`src/rtl/keypad_pkg.sv`:
```
// Shared types and constants for the matrix keypad entry block.
// The key layout table lives here so a different keypad can be remapped without touching the FSM.
package keypad_pkg;

   typedef enum logic [1:0] {
      SCAN     = 2'd0,
      DEBOUNCE = 2'd1,
      HELD     = 2'd2
   } state_t;

   localparam logic [3:0] ROW_RESET  = 4'b1110;
   localparam logic [3:0] CLEAR_CODE = 4'hF;

   // Indexed by {row, col}; row 0 is the row driven by row_n[0].
   localparam logic [3:0] KEY_MAP [16] = '{
      4'h0, 4'h1, 4'h2, 4'h3,
      4'h4, 4'h5, 4'h6, 4'h7,
      4'h8, 4'h9, 4'hA, 4'hB,
      4'hC, 4'hD, 4'hE, 4'hF
   };

   function automatic logic [3:0] key_lookup(input logic [1:0] row, input logic [1:0] col);
      return KEY_MAP[{row, col}];
   endfunction

   // Lowest-index active-low column; only meaningful when at least one column is low.
   function automatic logic [1:0] low_col(input logic [3:0] cols);
      logic [1:0] idx;
      idx = 2'd0;
      for (int i = 3; i >= 0; i--) begin
         if (!cols[i]) idx = 2'(i);
      end
      return idx;
   endfunction

endpackage

```
`src/rtl/keypad_tick_gen.sv`:
```
// Free-running divider producing a one-cycle tick every DIV clocks.
// Used as the keypad scan/sample time base.
module keypad_tick_gen #(
   parameter int unsigned DIV = 100_000
) (
   input  logic CP,
   input  logic RST_N,
   output logic tick
);

   localparam int unsigned CW = (DIV > 1) ? $clog2(DIV) : 1;
   localparam logic [CW-1:0] LAST = CW'(DIV - 1);

   logic [CW-1:0] cnt;

   always_ff @(posedge CP or negedge RST_N) begin
      if (!RST_N) begin
         cnt <= '0;
      end else if (cnt == LAST) begin
         cnt <= '0;
      end else begin
         cnt <= cnt + 1'b1;
      end
   end

   assign tick = (cnt == LAST);

endmodule

```
`src/rtl/keypad_entry.sv`:
```
// 4x4 keypad scanner with debounce feeding an 8-digit hex entry register.
// Define KEYPAD_CLEAR_KEY_EN to make key F clear the entry register instead of shifting in.
module keypad_entry
   import keypad_pkg::*;
#(
   parameter int unsigned CLK_HZ         = 100_000_000,
   parameter int unsigned SCAN_HZ        = 1000,
   parameter int unsigned DEBOUNCE_TICKS = 16
) (
   input  logic        CP,
   input  logic        RST_N,
   input  logic [3:0]  col_n,
   output logic [3:0]  row_n,
   output logic [31:0] DATA,
   output logic [3:0]  key_code,
   output logic        key_valid
);

   localparam int unsigned DIV = CLK_HZ / SCAN_HZ;
   localparam int unsigned DW  = $clog2(DEBOUNCE_TICKS + 1);
   localparam logic [DW-1:0] DB_LAST = DW'(DEBOUNCE_TICKS);

   logic          tick;
   logic [3:0]    col_p0, col_p1;
   state_t        state, state_nx;
   logic [1:0]    row_idx, row_idx_nx;
   logic [1:0]    lat_col, lat_col_nx;
   logic [DW-1:0] cnt, cnt_nx, cnt_inc;
   logic          accept;
   logic [3:0]    accept_code;
   logic [31:0]   data_nx;

   keypad_tick_gen #(.DIV(DIV)) u_tick (
      .CP   (CP),
      .RST_N(RST_N),
      .tick (tick)
   );

   // Stage p0/p1: bring the asynchronous column pins into the CP domain.
   always_ff @(posedge CP or negedge RST_N) begin
      if (!RST_N) begin
         col_p0 <= 4'hF;
         col_p1 <= 4'hF;
      end else begin
         col_p0 <= col_n;
         col_p1 <= col_p0;
      end
   end

   always_ff @(posedge CP or negedge RST_N) begin
      if (!RST_N) state <= SCAN;
      else        state <= state_nx;
   end

   assign cnt_inc = cnt + 1'b1;

   // One shared counter: press-stability count in DEBOUNCE, release count in HELD.
   always_comb begin
      state_nx   = state;
      row_idx_nx = row_idx;
      lat_col_nx = lat_col;
      cnt_nx     = cnt;
      accept     = 1'b0;
      if (tick) begin
         case (state)
            SCAN: begin
               if (col_p1 != 4'hF) begin
                  lat_col_nx = low_col(col_p1);
                  cnt_nx     = '0;
                  state_nx   = DEBOUNCE;
               end else begin
                  row_idx_nx = row_idx + 1'b1;
               end
            end
            DEBOUNCE: begin
               if (!col_p1[lat_col]) begin
                  if (cnt_inc == DB_LAST) begin
                     accept   = 1'b1;
                     cnt_nx   = '0;
                     state_nx = HELD;
                  end else begin
                     cnt_nx = cnt_inc;
                  end
               end else begin
                  state_nx = SCAN;
               end
            end
            HELD: begin
               if (col_p1 == 4'hF) begin
                  if (cnt_inc == DB_LAST) begin
                     cnt_nx   = '0;
                     state_nx = SCAN;
                  end else begin
                     cnt_nx = cnt_inc;
                  end
               end else begin
                  cnt_nx = '0;
               end
            end
            default: state_nx = SCAN;
         endcase
      end
   end

   // Row is frozen outside SCAN, so row_idx doubles as the latched row.
   assign accept_code = key_lookup(row_idx, lat_col);

`ifdef KEYPAD_CLEAR_KEY_EN
   assign data_nx = (accept_code == CLEAR_CODE) ? 32'h0 : {DATA[27:0], accept_code};
`else
   assign data_nx = {DATA[27:0], accept_code};
`endif

   always_ff @(posedge CP or negedge RST_N) begin
      if (!RST_N) begin
         row_idx   <= 2'd0;
         row_n     <= ROW_RESET;
         lat_col   <= 2'd0;
         cnt       <= '0;
         key_valid <= 1'b0;
         key_code  <= 4'h0;
         DATA      <= 32'h0;
      end else begin
         row_idx   <= row_idx_nx;
         row_n     <= ~(4'b0001 << row_idx_nx);
         lat_col   <= lat_col_nx;
         cnt       <= cnt_nx;
         key_valid <= accept;
         if (accept) begin
            key_code <= accept_code;
            DATA     <= data_nx;
         end
      end
   end

endmodule

```
`config.mk`:
```
export PLATFORM = sky130hd
export DESIGN_NAME = keypad_entry
export DESIGN_NICKNAME = d
export VERILOG_FILES = /design/src/rtl/keypad_pkg.sv /design/src/rtl/keypad_tick_gen.sv /design/src/rtl/keypad_entry.sv
export SDC_FILE = /design/constraint.sdc
export NUM_CORES = 1
export LEC_CHECK = 0
export CAP_MARGIN = 20
export CORE_MARGIN = 8
export CORE_UTILIZATION = 55
export CTS_CLUSTER_SIZE = 20
export DETAILED_ROUTE_END_ITERATION = 6
export PLACE_DENSITY = 0.79
export SLEW_MARGIN = 20
export SYNTH_ARGS = -nofsm -noshare
export SYNTH_HDL_FRONTEND = slang
export SYNTH_HIERARCHICAL = 1
export SYNTH_SLANG_ARGS = --single-unit
```
`constraint.sdc`:
```
create_clock -name CP -period 4.9 [get_ports CP]
set_clock_uncertainty 0.15 [all_clocks]
set_input_delay 0.98 -clock CP [delete_from_list [all_inputs] [get_ports CP]]
set_output_delay 0.98 -clock CP [all_outputs]
set_load 0.02 [all_outputs]
```
==> flow_summary.yaml <==
run_status:
  outcome: "finished clean"
worst_setup_path:
  crit_chain: "or4_1, or4_4, nor4_4, a21boi_0, o21ai_2, or2_1, o21ai_0"
  cp-start-kind: "register"
  slowest_stage: "nor4_4"
  required_ns: 4.99
  worstSetupPathType: "reg -> reg"
  r2r_cells: 7
  cp_max_fo: 12
  critPathMaxStageDelay_ns: 0.55
  critPathCaptureType: "register"
  cp.arrival_ns: 3.55
route:
  finalWirelength_um: 5650
  viasPerCell: 5.21
  antenna_left: 0
  drc: 0
  wl_per_cell_um: 15.2
  via_count: 1933
  drt_iter0_markers: 71
  dr.pass1.iters: 4
flow_run:
  maxCapViolations: 0
clocking:
  path_clk_slew_ns: 0.07
  hold_buffers: 0
  numCtsBuffers: 9
  postCtsSetupRepairBufs: 0
  tritoncts: "built"
  cts.sinks: 73
  cts_root_buf: "clkbuf_8"
  clock_latency_ns: 0.34
  clock_path_buffers: 2
  post_cts_resized: 0
  htree_levels: 3
floorplan:
  num_rows: 28
  io_pins: 47
  dieArea_sq_um: 8550
  die_y_um: 92.4
  die_w_um: 92.4
  core_sq_um: 5780
  initial_core_util: 0.556
synthesis:
  ys_seq_area_frac: 0.573
  async_reset_ff_frac: 1.00
  synth.distinct_cells: 44
  synth.avg_cell_area_sq_um: 13.3
  synth_top_area_share: 0.483
  netlist_top_cells_area: "dfrtp_1 (48%), mux2_4 (14%), dfstp_2 (9.0%)"
  synth_area_sq_um: 3210
  yosys.area.top_type: "dfrtp_1"
  ys_seq_elements: 73
  synthMostInstantiatedCell: "dfrtp_1"
  synthTopCellsByCount: "dfrtp_1 (62), mux2_4 (29), nand2_1 (17)"
  synth_ff_type: "dfrtp_1"
  syn_nets: 252
  synth_warnings: 6
  synth_edf_count: 0
  postSynthCellCount: 241
pwr:
  vdd_ir_drop_max_uv: 201
  power_density_nw_per_um2: 291
  p_leak_uw: 0.00183
place:
  dp_hpwl_um: 4020
  postPlaceCellArea_sq_um: 3700
  port_buffers: 46
  finalWeightedCongestion: 0.884
global_routing:
  grt_pass1_vias: 2003
  antenna_found_initial: 0
  grt_max_degree: 44
  grt_pass1_wl_um: 9500
  grtUsageTotal: 0.140
  grt_overflow: 0
sta:
  period_minus_slack_ns: 3.46
  setup_viol: 0
  drv_slew: 0
  final.setup.tns_ns: 0
  hold_violations: 0
  tightest_slew_ns: 0.905
  max_freq_mhz: 289
  slew_headroom: 0.397
  fin_crit_sh: 0.706
  rsz0062_at_grt: "false"
finish:
  nets: 302
  syn2layout_area_growth_pct: 22.1
  filler_cell_count: 426
  fin_area_sq_um: 3920
  drive_above_1_share: 0.236
  diodes: 0
min_path:
  holdPathStages: 0
  worstHoldPathType: "reg -> reg"
-- through the flow --
step	setup slack, ns	cells	util	hold slack (ns)	total power [uW]
2_1_floorplan	1.87	241	-	0.195	623
3_3_place_gp	1.58	355	0.641	0.196	640
3_5_place_dp	1.48	355	0.641	0.197	640
4_1_cts	1.48	371	0.679	0.207	1160
5_1_grt	1.27	371	0.679	0.208	1190
6_report	1.44	371	0.679	0.206	1140
-- where the power goes --
part | internal, uW | switching [uW] | leakage (uW)
sequential | 608 | 2.39 | 0.000968
combinational | 4.67 | 12.2 | 0.000750
clock | 300 | 214 | 0.000113
-- routing by layer --
| metal | up-vias | routed length (um) | global-route usage |
|---|---|---|---|
| met4 | 0 | 82 | 0.0644 |
| met3 | 10 | 411 | 0.0583 |
| met1 | 935 | 2500 | 0.166 |
| met5 | - | 0 | 0 |
| met2 | 53 | 2650 | 0.218 |
| li1 | 935 | - | - |
-- layout by cell type (no fill, tap or decap), types with 2 or more instances in the layout --
| cell type | count |
|---|---|
| nor2_1 | 16 |
| or4_1 | 2 |
| xnor2_1 | 10 |
| or2_2 | 2 |
| o31ai_1 | 2 |
| nand2_1 | 17 |
| nand4_1 | 5 |
| a21oi_1 | 4 |
| ha_1 | 5 |
| xor2_1 | 6 |
| bufinv_16 | 2 |
| nor2b_1 | 2 |
| and4_1 | 3 |
| o21ai_0 | 7 |
| inv_1 | 8 |
| dfstp_2 | 11 |
| mux2_4 | 29 |
| mux2_2 | 3 |
| nand3_1 | 6 |
| nand2b_1 | 5 |
| mux2i_1 | 2 |
| nor3_1 | 4 |
| a31oi_1 | 4 |
| dfrtp_1 | 62 |
| clkdlybuf4s50_1 | 45 |
| clkbuf_8 | 10 |
| clkinv_2 | 2 |
-- cell type report --
type | count | area (sq um) | area share
tap | 75 | 93.8 | 0.0239
clock inverter | 5 | 78.8 | 0.0201
inverter | 8 | 30.0 | 0.00765
timing repair buffer | 47 | 463 | 0.118
multi-input combinational | 152 | 1280 | 0.325
sequential | 73 | 1840 | 0.469
clock buffer | 11 | 141 | 0.0360
-- state kept, by name (all words and copies together) (netlist names) --
name	cells
row_idx	2
key_valid	1
col_p1	4
col_p0	4
state	2
row_n	4
cnt	5
DATA	32
lat_col	2
u_tick/cnt	17
-- final timing paths --
check / from / slack [ns] / end
max in group asynchronous: RST_N / 3.00 / col_p0[0]
min in group asynchronous: RST_N / 0.62 / DATA[29]
worst min-delay path: col_p0[0] / 0.21 / col_p1[0]
worst max register to register: u_tick/cnt[11] / 1.44 / cnt[4]
worst min register to register: col_p0[0] / 0.21 / col_p1[0]
worst max-delay path: u_tick/cnt[11] / 1.44 / cnt[4]
-- worst max-delay path: cells and delay by family, from the launching register on --
kind / cells / cell delay [ns]
DFF: 1 / 0.43
AOI/OAI and AO/OA: 3 / 0.96
and+or+nand+nor: 4 / 1.83
-- cells by family after synthesis --
group | after synthesis | share of synthesized area
muxes | 35 | 0.159
and+or+nand+nor | 72 | 0.126
DFF | 73 | 0.573
xor gates and xnor gates | 16 | 0.0436
adders and majority gates | 5 | 0.0195
AOI/OAI and AO/OA | 24 | 0.0487
buffers and inverters | 16 | 0.0304
Note: power is estimated with default switching activity, not from simulation.
